## src/rtl/aura_pkg.sv

```systemverilog
// Shared definitions for the OPM register-port write scheduler:
// status bit position, FSM encoding, requester IDs and the command word.
package aura_pkg;

   // Bit of the OPM status byte that reports "write in progress".
   localparam int OPM_BUSY_BIT = 7;

   typedef enum logic [2:0] {
      IDLE   = 3'd0,
      SETUP  = 3'd1,
      STROBE = 3'd2,
      HOLD   = 3'd3,
      GAP    = 3'd4,
      SETTLE = 3'd5,
      POLL   = 3'd6
   } opm_state_e;

   typedef enum logic {
      REQ_HOST = 1'b0,
      REQ_AUX  = 1'b1
   } req_id_e;

   // One register write: A0 select plus data byte.
   typedef struct packed {
      logic       a0;
      logic [7:0] d;
   } opm_cmd_t;

   // Round-robin helper: when both requesters contend, the one that was
   // not granted last goes first.
   function automatic req_id_e rr_pick(input req_id_e last_req);
      req_id_e pick;
      if (last_req == REQ_HOST) begin
         pick = REQ_AUX;
      end else begin
         pick = REQ_HOST;
      end
      return pick;
   endfunction

endpackage

```

## src/rtl/opm_cmd_fifo.sv

```systemverilog
// Synchronous command FIFO for host register writes. Occupancy is kept as
// an explicit level register; a push into a full FIFO is accepted when the
// same cycle pops, so the FIFO never stalls a back-to-back producer.
module opm_cmd_fifo #(
   parameter int DEPTH = 16,
   parameter int WIDTH = 9
) (
   input  logic                   clk,
   input  logic                   resetn,
   input  logic                   push,
   input  logic                   pop,
   input  logic [WIDTH-1:0]       din,
   output logic [WIDTH-1:0]       dout,
   output logic [$clog2(DEPTH):0] level,
   output logic                   full,
   output logic                   empty
);

   localparam int AW = $clog2(DEPTH);
   localparam logic [AW:0] FULL_LVL = (AW + 1)'(DEPTH);

   logic [WIDTH-1:0] mem_r [DEPTH];
   logic [AW-1:0]    wr_ptr_r;
   logic [AW-1:0]    rd_ptr_r;
   logic [AW:0]      level_r;
   logic             push_ok_s;
   logic             pop_ok_s;

   assign full  = (level_r == FULL_LVL);
   assign empty = (level_r == {(AW + 1){1'b0}});
   assign level = level_r;
   assign dout  = mem_r[rd_ptr_r];

   // Qualify the raw strobes against the current occupancy.
   always_comb begin
      pop_ok_s  = pop & ~empty;
      push_ok_s = push & (~full | pop_ok_s);
   end

   // Storage array; contents are meaningless until the write pointer covers them.
   always_ff @(posedge clk) begin
      if (push_ok_s) begin
         mem_r[wr_ptr_r] <= din;
      end
   end

   // Pointers wrap naturally at DEPTH (power of two); level tracks occupancy.
   always_ff @(posedge clk or negedge resetn) begin
      if (!resetn) begin
         wr_ptr_r <= {AW{1'b0}};
         rd_ptr_r <= {AW{1'b0}};
         level_r  <= {(AW + 1){1'b0}};
      end else begin
         if (push_ok_s) begin
            wr_ptr_r <= wr_ptr_r + {{(AW - 1){1'b0}}, 1'b1};
         end
         if (pop_ok_s) begin
            rd_ptr_r <= rd_ptr_r + {{(AW - 1){1'b0}}, 1'b1};
         end
         case ({push_ok_s, pop_ok_s})
            2'b10:   level_r <= level_r + {{AW{1'b0}}, 1'b1};
            2'b01:   level_r <= level_r - {{AW{1'b0}}, 1'b1};
            default: level_r <= level_r;
         endcase
      end
   end

endmodule

```

## src/rtl/opm_wr_sched.sv

```systemverilog
// YM2151 register-port write scheduler. Host writes are queued in a FIFO,
// an auxiliary requester is arbitrated against it round-robin, and each
// winning entry is issued as a timed CS/WR strobe. Address writes are
// followed by a fixed gap; data writes are followed by a settle delay and
// a status poll on the busy flag. An address write locks the bus to its
// requester until that requester's data write finishes, so address/data
// pairs from different sources never interleave.
module opm_wr_sched
   import aura_pkg::*;
#(
   parameter int FIFO_DEPTH   = 16,
   parameter int WR_CYCLES    = 14,
   parameter int ADDR_GAP     = 4,
   parameter int BUSY_SETTLE  = 14,
   parameter int BUSY_TIMEOUT = 4096
) (
   input  logic                          clk,
   input  logic                          resetn,
   input  logic                          host_wr_i,
   input  logic                          host_a0_i,
   input  logic [7:0]                    host_d_i,
   output logic                          host_full_o,
   output logic [$clog2(FIFO_DEPTH):0]   host_level_o,
   output logic                          host_ovf_o,
   input  logic                          ovf_clr_i,
   input  logic                          aux_valid_i,
   input  logic                          aux_a0_i,
   input  logic [7:0]                    aux_d_i,
   output logic                          aux_ready_o,
   output logic                          opm_cs_n_o,
   output logic                          opm_wr_n_o,
   output logic                          opm_rd_n_o,
   output logic                          opm_a0_o,
   output logic [7:0]                    opm_d_o,
   input  logic [7:0]                    opm_status_i,
   output logic                          sched_busy_o,
   output logic                          timeout_o
);

   localparam int LVL_W = $clog2(FIFO_DEPTH) + 1;
   localparam int CNT_W = $clog2(BUSY_TIMEOUT + WR_CYCLES + ADDR_GAP + BUSY_SETTLE);

   localparam logic [CNT_W-1:0] CNT_STROBE = CNT_W'(WR_CYCLES - 1);
   localparam logic [CNT_W-1:0] CNT_GAP    = CNT_W'(ADDR_GAP - 1);
   localparam logic [CNT_W-1:0] CNT_SETTLE = CNT_W'(BUSY_SETTLE - 1);
   localparam logic [CNT_W-1:0] CNT_POLL   = CNT_W'(BUSY_TIMEOUT - 1);
   localparam logic [CNT_W-1:0] CNT_ONE    = CNT_W'(1);
   localparam logic [CNT_W-1:0] CNT_ZERO   = CNT_W'(0);

   // FIFO interface
   opm_cmd_t         fifo_dout_s;
   logic [LVL_W-1:0] fifo_level_s;
   logic             fifo_full_s;
   logic             fifo_empty_s;
   logic             pop_s;
   logic             drop_s;

   // Arbitration
   logic             host_elig_s;
   logic             aux_elig_s;
   logic             grant_s;
   req_id_e          grant_req_s;
   opm_cmd_t         grant_cmd_s;

   // Sequencer state
   opm_state_e       state_r;
   logic [CNT_W-1:0] cnt_r;
   opm_cmd_t         cur_cmd_r;
   req_id_e          cur_req_r;
   req_id_e          last_req_r;
   logic             lock_r;
   req_id_e          lock_owner_r;
   logic             cnt_zero_s;
   logic             status_busy_s;
   logic             timeout_set_s;
   logic             unused_status_s;

   // Registered bus and handshake outputs
   logic             cs_n_r;
   logic             wr_n_r;
   logic             rd_n_r;
   logic             a0_r;
   logic [7:0]       d_r;
   logic             aux_ready_r;
   logic             ovf_r;
   logic             timeout_r;

   opm_cmd_fifo #(
      .DEPTH (FIFO_DEPTH),
      .WIDTH (9)
   ) u_fifo (
      .clk    (clk),
      .resetn (resetn),
      .push   (host_wr_i),
      .pop    (pop_s),
      .din    ({host_a0_i, host_d_i}),
      .dout   (fifo_dout_s),
      .level  (fifo_level_s),
      .full   (fifo_full_s),
      .empty  (fifo_empty_s)
   );

   assign status_busy_s   = opm_status_i[OPM_BUSY_BIT];
   assign unused_status_s = ^opm_status_i;
   assign cnt_zero_s      = (cnt_r == CNT_ZERO);

   // Eligibility and round-robin grant; a grant only happens from IDLE.
   always_comb begin
      host_elig_s = ~fifo_empty_s & (~lock_r | (lock_owner_r == REQ_HOST));
      aux_elig_s  = aux_valid_i & (~lock_r | (lock_owner_r == REQ_AUX));
      grant_s     = 1'b0;
      grant_req_s = REQ_HOST;
      if (state_r == IDLE) begin
         if (host_elig_s && aux_elig_s) begin
            grant_s     = 1'b1;
            grant_req_s = rr_pick(last_req_r);
         end else if (host_elig_s) begin
            grant_s     = 1'b1;
            grant_req_s = REQ_HOST;
         end else if (aux_elig_s) begin
            grant_s     = 1'b1;
            grant_req_s = REQ_AUX;
         end else begin
            grant_s     = 1'b0;
            grant_req_s = REQ_HOST;
         end
      end else begin
         grant_s     = 1'b0;
         grant_req_s = REQ_HOST;
      end
   end

   // Select the granted command, pop on host grant, detect dropped pushes and poll expiry.
   always_comb begin
      if (grant_req_s == REQ_AUX) begin
         grant_cmd_s = {aux_a0_i, aux_d_i};
      end else begin
         grant_cmd_s = fifo_dout_s;
      end
      pop_s         = grant_s & (grant_req_s == REQ_HOST);
      drop_s        = host_wr_i & fifo_full_s & ~pop_s;
      timeout_set_s = (state_r == POLL) & status_busy_s & cnt_zero_s;
   end

   // Write sequencer: grant, strobe timing, post-write gap/settle, busy poll.
   always_ff @(posedge clk or negedge resetn) begin
      if (!resetn) begin
         state_r      <= IDLE;
         cnt_r        <= CNT_ZERO;
         cur_cmd_r    <= 9'h000;
         cur_req_r    <= REQ_HOST;
         last_req_r   <= REQ_AUX;
         lock_r       <= 1'b0;
         lock_owner_r <= REQ_HOST;
         aux_ready_r  <= 1'b0;
         cs_n_r       <= 1'b1;
         wr_n_r       <= 1'b1;
         rd_n_r       <= 1'b1;
         a0_r         <= 1'b0;
         d_r          <= 8'h00;
      end else begin
         aux_ready_r <= 1'b0;
         case (state_r)
            IDLE: begin
               cs_n_r <= 1'b1;
               wr_n_r <= 1'b1;
               rd_n_r <= 1'b1;
               a0_r   <= 1'b0;
               d_r    <= 8'h00;
               if (grant_s) begin
                  state_r     <= SETUP;
                  cur_cmd_r   <= grant_cmd_s;
                  cur_req_r   <= grant_req_s;
                  last_req_r  <= grant_req_s;
                  aux_ready_r <= (grant_req_s == REQ_AUX);
                  if (!grant_cmd_s.a0) begin
                     lock_r       <= 1'b1;
                     lock_owner_r <= grant_req_s;
                  end
                  cs_n_r <= 1'b0;
                  a0_r   <= grant_cmd_s.a0;
                  d_r    <= grant_cmd_s.d;
               end
            end
            SETUP: begin
               state_r <= STROBE;
               cnt_r   <= CNT_STROBE;
               wr_n_r  <= 1'b0;
               a0_r    <= cur_cmd_r.a0;
               d_r     <= cur_cmd_r.d;
            end
            STROBE: begin
               if (cnt_zero_s) begin
                  state_r <= HOLD;
                  wr_n_r  <= 1'b1;
               end else begin
                  cnt_r <= cnt_r - CNT_ONE;
               end
            end
            HOLD: begin
               cs_n_r <= 1'b1;
               a0_r   <= 1'b0;
               d_r    <= 8'h00;
               if (cur_cmd_r.a0) begin
                  state_r <= SETTLE;
                  cnt_r   <= CNT_SETTLE;
               end else begin
                  state_r <= GAP;
                  cnt_r   <= CNT_GAP;
               end
            end
            GAP: begin
               if (cnt_zero_s) begin
                  state_r <= IDLE;
               end else begin
                  cnt_r <= cnt_r - CNT_ONE;
               end
            end
            SETTLE: begin
               if (cnt_zero_s) begin
                  state_r <= POLL;
                  cnt_r   <= CNT_POLL;
                  cs_n_r  <= 1'b0;
                  rd_n_r  <= 1'b0;
                  a0_r    <= 1'b0;
               end else begin
                  cnt_r <= cnt_r - CNT_ONE;
               end
            end
            POLL: begin
               if (!status_busy_s) begin
                  state_r <= IDLE;
                  cs_n_r  <= 1'b1;
                  rd_n_r  <= 1'b1;
                  if (lock_r && (lock_owner_r == cur_req_r)) begin
                     lock_r <= 1'b0;
                  end
               end else if (cnt_zero_s) begin
                  // Chip never went ready: give up on this write and free the bus.
                  state_r <= IDLE;
                  cs_n_r  <= 1'b1;
                  rd_n_r  <= 1'b1;
                  lock_r  <= 1'b0;
               end else begin
                  cnt_r <= cnt_r - CNT_ONE;
               end
            end
            default: begin
               state_r <= IDLE;
               lock_r  <= 1'b0;
               cs_n_r  <= 1'b1;
               wr_n_r  <= 1'b1;
               rd_n_r  <= 1'b1;
               a0_r    <= 1'b0;
               d_r     <= 8'h00;
            end
         endcase
      end
   end

   // Sticky error flags; a new event in the same cycle as a clear wins.
   always_ff @(posedge clk or negedge resetn) begin
      if (!resetn) begin
         ovf_r     <= 1'b0;
         timeout_r <= 1'b0;
      end else begin
         if (drop_s) begin
            ovf_r <= 1'b1;
         end else if (ovf_clr_i) begin
            ovf_r <= 1'b0;
         end else begin
            ovf_r <= ovf_r;
         end
         if (timeout_set_s) begin
            timeout_r <= 1'b1;
         end else if (ovf_clr_i) begin
            timeout_r <= 1'b0;
         end else begin
            timeout_r <= timeout_r;
         end
      end
   end

   assign opm_cs_n_o   = cs_n_r;
   assign opm_wr_n_o   = wr_n_r;
   assign opm_rd_n_o   = rd_n_r;
   assign opm_a0_o     = a0_r;
   assign opm_d_o      = d_r;
   assign aux_ready_o  = aux_ready_r;
   assign host_ovf_o   = ovf_r;
   assign timeout_o    = timeout_r;
   assign host_full_o  = fifo_full_s;
   assign host_level_o = fifo_level_s;
   assign sched_busy_o = (state_r != IDLE) | (fifo_level_s != {LVL_W{1'b0}});

endmodule

```

## config.mk

```make
export PLATFORM = sky130hd
export DESIGN_NAME = opm_wr_sched
export DESIGN_NICKNAME = d
export VERILOG_FILES = /design/src/rtl/aura_pkg.sv /design/src/rtl/opm_cmd_fifo.sv /design/src/rtl/opm_wr_sched.sv
export SDC_FILE = /design/constraint.sdc
export NUM_CORES = 1
export LEC_CHECK = 0
export CAP_MARGIN = 20
export CELL_PAD_IN_SITES_DETAIL_PLACEMENT = 1
export CELL_PAD_IN_SITES_GLOBAL_PLACEMENT = 1
export CORE_MARGIN = 3
export CORE_UTILIZATION = 25
export CTS_CLUSTER_DIAMETER = 80
export DETAILED_ROUTE_END_ITERATION = 16
export GPL_TIMING_DRIVEN = 0
export MAX_ROUTING_LAYER = met4
export PLACE_DENSITY_LB_ADDON = 0.1
export SYNTH_ARGS = -nofsm -noshare
export SYNTH_HDL_FRONTEND = slang
export SYNTH_SLANG_ARGS = --single-unit
```

## constraint.sdc

```tcl
create_clock -name clk -period 4.2 [get_ports clk]
set_input_delay 1.26 -clock clk [delete_from_list [all_inputs] [get_ports clk]]
set_output_delay 1.26 -clock clk [all_outputs]
set_load 0.01 [all_outputs]
```

* Yosys cells after proc, flatten, opt, wreduce, memory -nomap -nowiden *
Memory sizes are Yosys's and may differ from the RTL's.
Cells that the tools add are included.

storage, ports and cells
  register bits after elaboration = 57
  bits in writable memories = 144
  memories kept = 1

memory list
  name          words  width  read ports  clocked after Yosys merged registers in  wr ports  RTL line            RTL
  u_fifo.mem_r  16     9      1           0                                        1         opm_cmd_fifo.sv:22  logic [WIDTH-1:0] mem_r [DEPTH];

operators by class
  reductions and logical operators = 27
  multiplexer cells = 45
  bitwise logic cells = 25
  add/subtract/negate cells = 5
  equal/unequal tests = 17

operators by type and width
  cell                   count
  $pmux 13 s5            1
  $mux 13                3
  $mux 1                 25
  $pmux 8 s3             1
  $pmux 3 s7             1
  $mux 3                 5
  $logic_not 13->1       1
  $sub 13x1->13 const B  1
  $not 1->1              12
  $reduce_and 3->1       4
  $reduce_or 4->1        3
  $ne 2x2->1 const B     5
  $pmux 5 s2             1
  $reduce_bool 5->1      2
  $and 1x1->1            9
  $eq 3x3->1 const B     3
  $mux 9                 1
  $pmux 1 s3             3
  $add 4x1->4 const B    2
  $mux 8                 1
  $pmux 1 s4             2
  $reduce_and 2->1       4
  $eq 3x2->1 const B     2
  $reduce_bool 2->1      3
  other kinds (19)       24

* Longest topological paths before layout *
  depth in word-level cells = 14
  depth in mapped cells = 15
  mapped depth without buffers = 13

* By module *
A second synthesis with hierarchy kept.

second synthesis, totals
  cells, all modules = 607
  area, all modules = 8,878.5 um^2

modules (own cells, without submodules)
  module        cells each  area each (um^2)  times used
  opm_cmd_fifo  324         6,369.9           1
  opm_wr_sched  283         2,508.7           1

* Least setup slack after synthesis *
Ideal clock, no wire load.

  path type = input to register
  from = in aux_valid_i
  to = reg u_fifo.level_r[4], in the netlist u_fifo.level[4]
  library setup time = 0.126 ns
  path slack = 0.467 ns
  path buffers = 1
  arrival = 3.607 ns
  stages = 14
  cells stage by stage = or3b_2 -> o211ai_2 -> o21ai_2 -> and2_4 -> inv_2 -> ha_1 -> clkbuf_1 -> xor2_1 -> ha_1 -> o21a_1 -> o21a_1 -> a311oi_1 -> nor3b_1 -> xnor2_1

on the way
  word-level cells in the longest chain between the ends = 12
  elaborated cells on any way between the ends = 18
  those cells by class = 2 x eq/ne; 8 x mux; 6 x bitwise; 2 x reduce/logical

ends and longest elaborated chain
  item                                             RTL line             RTL
  start: declaration                               opm_wr_sched.sv:26   input logic aux_valid_i,
  $and 1x1->1 *                                    opm_wr_sched.sv:110  aux_elig_s = aux_valid_i & (~lock_r | (lock_owner_r == REQ_AUX));
  $mux 1                                           opm_wr_sched.sv:120  end else if (aux_elig_s) begin
  $mux 1                                           opm_wr_sched.sv:117  end else if (host_elig_s) begin
  $mux 1                                           opm_wr_sched.sv:114  if (host_elig_s && aux_elig_s) begin
  $mux 1                                           opm_wr_sched.sv:113  if (state_r == IDLE) begin
  $not 1->1                                        opm_wr_sched.sv:140  pop_s = grant_s & (grant_req_s == REQ_HOST);
  $and 1x1->1 *                                    opm_wr_sched.sv:140
  $and 1x1->1 *                                    opm_cmd_fifo.sv:36   pop_ok_s = pop & ~empty;
  $or 1x1->1                                       opm_cmd_fifo.sv:37   push_ok_s = push & (~full | pop_ok_s);
  $and 1x1->1                                      opm_cmd_fifo.sv:37
  $eq 2x1->1 or $eq 2x2->1 (tied branches)         opm_cmd_fifo.sv:60   case ({push_ok_s, pop_ok_s})
  $pmux 5 s2 or $reduce_bool 2->1 (tied branches)  -
  end signal: assignment                           opm_cmd_fifo.sv:61   2'b10: level_r <= level_r + {{AW{1'b0}}, 1'b1};
  end signal: assignment                           opm_cmd_fifo.sv:62   2'b01: level_r <= level_r - {{AW{1'b0}}, 1'b1};
  end signal: assignment                           opm_cmd_fifo.sv:63   default: level_r <= level_r;
  end: declaration                                 opm_cmd_fifo.sv:25   logic [AW:0] level_r;

Every way passes the cells marked *; elsewhere a longest branch is shown, timed or not.
A chain may end at the register's enable or synchronous reset.

* Worst setup path after layout *
  from = reg u_fifo.level_r[1], in the netlist u_fifo.level[1]
  to = out sched_busy_o

on the way
  word-level cells in the longest chain between the ends = 2

ends and longest elaborated chain
  item                      RTL line             RTL
  start signal: assignment  opm_cmd_fifo.sv:52   level_r <= {(AW + 1){1'b0}};
  start signal: assignment  opm_cmd_fifo.sv:61
  start signal: assignment  opm_cmd_fifo.sv:62
  $reduce_bool 5->1         opm_wr_sched.sv:294  assign sched_busy_o = (state_r != IDLE) | (fifo_level_s != {LVL_W{1'b0}});
  $or 1x1->1                opm_wr_sched.sv:294
  end: declaration          opm_wr_sched.sv:36   output logic sched_busy_o,

No other way between the ends.

==> results.sh <==
export IMPL_drive_gt1_share_pct=20.5
export IMPL_yosys_top_cells_area="edfxtp_1 (48%), dfrtp_1 (15%), mux4_2 (9.1%)"
export IMPL_hpwl_um=17000
export IMPL_wire_per_inst_um=22.3
export IMPL_drt_pass1_iterations=4
export IMPL_gr_total_overflow=0
export IMPL_final_cell_mix="edfxtp_1 (144), nand2_1 (53), dfrtp_1 (53), clkdlybuf4s50_1 (43), mux4_2 (36)"
export IMPL_synth_top_area_share_pct=48.3
export IMPL_rows=68
export IMPL_fmax_ghz=0.267
export IMPL_finalCritPeriodShare_pct=89.2
export IMPL_required_ps=2940
export IMPL_p_per_area_nw_per_um2=523
export IMPL_initial_core_util_pct=25.7
export IMPL_worst_pin_slew_ps=918
export IMPL_start_kind="flop"
export IMPL_syn_to_final_growth_pct=22.1
export IMPL_cts_sinks=201
export IMPL_crit_fanout=8
export IMPL_syn_area_um2=8950
export IMPL_path_clk_slew_ps=60
export IMPL_p_leak_nw=3.83
export IMPL_grt_max_degree=58
export IMPL_clockBufferDepth=3
export IMPL_synth_area_per_cell_um2=15.7
export IMPL_status="completed"
export IMPL_vias=5419
export IMPL_multi_input_area_um2=2980
export IMPL_cts_root_buf="clkbuf_16"
export IMPL_routed_wl_um=25000
export IMPL_cts_tree="yes"
export IMPL_mappedNetlistNets=611
export IMPL_hold_class="flop to flop"
export IMPL_ir_drop_v=0.000297
export IMPL_synth_edf_count=144
export IMPL_pin_count=53
export IMPL_via_per_inst=4.84
export IMPL_seq_area_um2=5760
export IMPL_syn_instance_count=570
export IMPL_min_period_ps=3750
export IMPL_route_detailed_drc=0
export IMPL_critical_path_class="flop to primary output"
export IMPL_cts_inserted_buffers=25
export IMPL_fill_cells=3669
export IMPL_end_kind="primary output"
export IMPL_cts_setup_buffers=0
export IMPL_finalSetupViolations=0
export IMPL_slew_viol_final=0
export IMPL_antenna_cells=0
export IMPL_clkLatencyLatePin_ps=530
export IMPL_final_area_um2=10900
export IMPL_grt_pass1_wl_um=38300
export IMPL_ys_warn_count=0
export IMPL_drt_antenna_violating_nets=0
export IMPL_grt_setup_unrepaired="no"
export IMPL_dpl_cell_area_um2=10000
export IMPL_p_total_mw=5.72
export IMPL_ys_types=68
export IMPL_max_slew_margin_pct=38.3
export IMPL_die_w_um=195
export IMPL_synth_top_flop_cell="edfxtp_1"
export IMPL_cts_htree_levels=1
export IMPL_cts_hold_buf=0
export IMPL_async_flop_share_pct=28.4
export IMPL_max_cap_violations=0
export IMPL_drt_iter0_markers=360
export IMPL_cp_arrival_ps=2490
export IMPL_final_common_cell="edfxtp_1"
export IMPL_routabilityCongestion=0.760
export IMPL_grt_pass1_vias=5836
export IMPL_final_net_count=687
export IMPL_track_usage_pct=13.6
export IMPL_final_util_pct=31.3
export IMPL_yosysSeqAreaShare_pct=64.3
export IMPL_antenna_found_initial=1
export IMPL_die_y_um=195
export IMPL_coreArea_um2=34900
export IMPL_port_buffers=45
export IMPL_hold_viol_final=0
export IMPL_synth_seq_cells=201
export IMPL_die_area_um2=38100
export IMPL_setup_tns_ps=0
export IMPL_skew_ps=11.7
export IMPL_yosys_area_top_type="edfxtp_1"
[critical path, stage by stage (launching register included)]
cell,delay [ps]
dfrtp_1,380
buf_6,140
or4_4,580
nor2_2,260
nand2_1,110
clkdlybuf4s50_1,500
[stage by stage]
step	hold slack [ps]	setup WS, ps	std cells
finish	472	454	1119
global route	504	349	1119
CTS	477	38.4	1119
detailed placement	462	-556	1074
global placement	450	-1260	1070
floorplan	440	467	570
[layout make-up]
class / count / area share, %
Clock inverter: 17 / 2.30
Buffer: 32 / 1.82
Clock buffer: 28 / 5.83
Tap cell: 455 / 5.21
Multi-Input combinational cell: 323 / 27.3
Sequential cell: 201 / 52.7
Timing Repair Buffer: 49 / 4.40
Inverter: 14 / 0.481
[cell usage after synthesis, types with 6 or more instances]
cell type / number
and4_1: 6
buf_2: 8
o21ai_0: 15
xor2_1: 7
dfrtp_1: 53
a31oi_1: 7
o211ai_2: 6
nand2_1: 53
xnor2_1: 7
clkbuf_1: 16
o211ai_1: 6
inv_1: 13
edfxtp_1: 144
mux4_1: 8
and4b_1: 8
nor3_1: 6
mux4_2: 36
a21oi_1: 17
o221ai_2: 8
ha_1: 10
nor2_1: 21
a22oi_1: 10
nand3_1: 7
[cell families after synthesis]
family                   count (synthesis)  share of synthesized area (%)
AO/OA/AOI/OAI                          113                           9.72
XOR/XNOR                                14                           1.37
flip-flops                             201                           64.3
buffers and inverters                   46                           2.80
AND/OR/NAND/NOR                        135                           8.19
adder cells (fa/ha/maj)                 10                           1.40
multiplexers                            51                           12.2
[repair_timing]
item | in CTS | in global routing
resized for setup | 1 | 6
pin swaps | 0 | 0
hold endpoints to repair | 0 | 0
endpoints found under the setup margin | 1 | 1
[registers in the layout, summed over array words and instances (netlist names), 3 cells and up]
register         count
cnt_r               13
u_fifo.mem_r       144
state_r              3
u_fifo.rd_ptr_r      4
opm_d_o              8
u_fifo.level         5
u_fifo.wr_ptr_r      4
cur_cmd_r            9
[layer usage]
layer	vias up	track usage (%)	wire [um]
li1	2422	-	-
met1	2863	18.6	11700
met2	96	21.3	11700
met3	38	2.19	1020
met4	0	3.30	541
met5	-	-	0
[worst paths after layout]
check,start,to,slack [ps],depth (start not counted)
max,u_fifo.level[1]$_DFFE_PN0P_,sched_busy_o,450,5
min,cur_cmd_r[6]$_DFFE_PN0P_,cur_cmd_r[6]$_DFFE_PN0P_,470,2
max reg2reg,u_fifo.level[1]$_DFFE_PN0P_,u_fifo.level[4]$_DFFE_PN0P_,740,15
min reg2reg,cur_cmd_r[6]$_DFFE_PN0P_,cur_cmd_r[6]$_DFFE_PN0P_,470,2
max in group asynchronous,resetn,u_fifo.level[3]$_DFFE_PN0P_,2790,1
min in group asynchronous,resetn,cnt_r[7]$_DFFE_PN0P_,820,1
[power by group]
part | internal, mW | leakage (nW) | switching (mW) | total (mW)
registers | 2.35 | 2.00 | 0.119 | 2.47
clock network | 1.46 | 0.441 | 0.867 | 2.33
logic | 0.384 | 1.39 | 0.530 | 0.914
total | 4.20 | 3.83 | 1.52 | 5.72
No activity file was read; power rests on OpenSTA's default activity.
==> variant: new RTL, config.mk and constraints unchanged <==
Change the parameter `ADDR_GAP` from 4 to 8.
--- a/src/rtl/opm_wr_sched.sv
+++ b/src/rtl/opm_wr_sched.sv
@@ -11,5 +11,5 @@
    parameter int FIFO_DEPTH   = 16,
    parameter int WR_CYCLES    = 14,
-   parameter int ADDR_GAP     = 4,
+   parameter int ADDR_GAP     = 8,
    parameter int BUSY_SETTLE  = 14,
    parameter int BUSY_TIMEOUT = 4096
Function: no difference found for any inputs over 10 cycles, from zero or initial values and one cycle with resetn low; that may be too few to reach the edited logic, so the function may still have changed.
==> variant against the original RTL <==
Routed wire length down 0.21%. Sequential cell count unchanged. Utilization up 0.28 points. Design area down 1.5%. Synthesized area down 2.1%. Worst hold slack better by 3.5 ps. Worst setup slack got worse by 160 ps. Count of clock-buffer cells in the layout grew 12. First-iteration DRC count is 9.4% higher. Critical path type is now in -> reg.
Power is not compared: it rests on default switching activity, and its combinational part moved more than twofold at a synthesized area within 25%.
==> variant: results (changes against the original RTL) <==
| Metric | Value |
|---|---|
| Status | `finished, final reports clean (unchanged)` |
| First-pass GRT wire length | `38180 µm (was 38340 µm)` |
| Mean Syn Cell Area | `14.56 µm² (was 15.70 µm²)` |
| Synth cell types | `70 (was 68)` |
| Met3 routed WL | `1004 µm (was 1019 µm)` |
| Clk_skew | `9.297 ps (was 11.74 ps)` |
| Initial antenna violation count | `0 (was 1)` |
| Peak VDD IR | `0.3671 mV` |
| Top post-synthesis cells by area | `edfxtp_1 (49%), dfrtp_1 (15%), mux4_2 (9.3%) (was edfxtp_1 (48%), dfrtp_1 (15%), mux4_2 (9.1%))` |
| Cell area after synthesis | `8762 µm² (was 8950 µm²)` |
| CP arrival | `4350 ps (was 2490 ps)` |
| Met2 routed WL | `12120 µm (was 11740 µm)` |
| Hold Crit Class | `reg -> reg (unchanged)` |
| Share of layout cells above drive strength 1 | `17.69% (was 20.48%)` |
| Per-cell routed wire length | `21.72 µm (was 22.34 µm)` |
| Metal-1 WL | `11400 µm (was 11700 µm)` |
| Worst Tran Pin Value | `1006 ps (was 917.5 ps)` |
| Syn Nets | `642 (was 611)` |
| Nets | `722 (was 687)` |
| Seq/Total Area, Yosys | `65.69% (was 64.31%)` |
| Total GRT Usage | `13.56% (was 13.58%)` |
| Iteration-0 DRC Markers | `394 (was 360)` |
| Worst skew pair latency | `530 ps (about the same)` |
| Dpl hpwl | `17160 µm (was 17010 µm)` |
| Max incr delay on CP | `560 ps (was 580 ps)` |
| Via density | `4.731 (was 4.843)` |
| Vias in the first global route | `5924 (was 5836)` |
| Slowest cell on crit path | `clkdlybuf4s50_1 (was or4_4)` |
| Inst Count DP | `1103 (was 1074)` |
| Asr flop ratio synth | `28.36% (unchanged)` |
| Synth cell count leaders | `edfxtp_1 (144), dfrtp_1 (53), nor2_1 (44) (was edfxtp_1 (144), dfrtp_1 (53), nand2_1 (53))` |
| # fillers | `3644 (was 3669)` |
| Power Internal | `a little over 0.005 W` |
| Area after DPL | `9866 µm² (was 10020 µm²)` |
| Final wirelength | `24950 µm (was 25000 µm)` |
| GPL Wtd Cong | `0.7727 (was 0.7602)` |
| Number of port buffers | `45 (unchanged)` |
| Finished Cell Area | `10760 µm² (was 10930 µm²)` |
## variant: cell count changes in the layout (fill, tap and decap cells not counted), sizes merged, moves of 10 or more
cell	before	now
nor2	23	46
nor3	6	19
clkbuf	43	54
o21ai	20	40
nand2	53	40
o211ai	12	2
a22oi	10	26
## variant: final timing paths
kind | slack, ps | from | depth (start not counted) | end
worst min-delay path | 480 | cnt_r[7] | 1 | cnt_r[7]
min in group asynchronous | 840 | resetn | 1 | host_ovf_o
max in group asynchronous | 2800 | resetn | 1 | cnt_r[6]
worst max-delay path | 300 | aux_valid_i | 12 | u_fifo.level[4]
worst min register to register | 480 | cnt_r[7] | 1 | cnt_r[7]
worst max register to register | 770 | state_r[0] | 13 | u_fifo.level[4]
## variant: stage by stage
stage / power (W) / setup WS, ps
final: 0.008075 / 296.5
after global routing: 0.008628 / 37.10
after CTS: 0.008230 / 24.75
after global placement: 0.005832 / -601.2
after detailed placement: 0.005927 / -535.1
after floorplan: 0.004775 / 409.4
## variant: routing by layer
metal	vias up	GRT usage, %
met5	-	-
met4	0	2.973
met3	31	2.000
met2	74	22.14
met1	2844	18.08
li1	2487	-
## variant: critical path, delay by kind of cell
kind	cells	cell delay (ps)
xor+xnor	2	350
buf+inv	3	810
simple gates	3	1060
fa+ha+maj	2	590
compound gates	2	310
## variant: cell type report
cell class,instances,area share [%]
clock inverter,6,0.9187
clock buffer,40,7.268
multi-input combinational,352,26.22
tap,448,5.210
buffer,32,1.337
sequential,201,53.49
inverter,16,0.5815
timing repair buffer,54,4.966
## variant: timing repair
| item | 4_1_cts | 5_1_grt |
|---|---|---|
| hold buffers | 0 | 0 |
| endpoints found under the setup margin | 0 | 2 |
| hold endpoints to repair | 0 | 0 |
| gates resized for setup | 0 | 1 |
## variant: kinds of logic (layout without fill, tap and decap cells)
group	Yosys count	in the layout	synth area share (%)
buf+inv	49	148	2.399
simple gates	160	160	9.682
flops	201	201	65.69
xor+xnor	16	16	1.599
compound gates	126	126	9.496
mux	41	41	9.853
fa+ha+maj	9	9	1.285
## variant: power by group through the flow
| stage | Sequential [W] | Clock [W] | Combinational (W) |
|---|---|---|---|
| CTS | 0.00279 | 0.00233 | 0.00311 |
| detailed placement | 0.00283 | 0 | 0.00310 |
| global placement | 0.00281 | 0 | 0.00302 |
| floorplan | 0.00278 | 0 | 0.00200 |
| global route | 0.00284 | 0.00240 | 0.00340 |
| finish | 0.00279 | 0.00224 | 0.00304 |
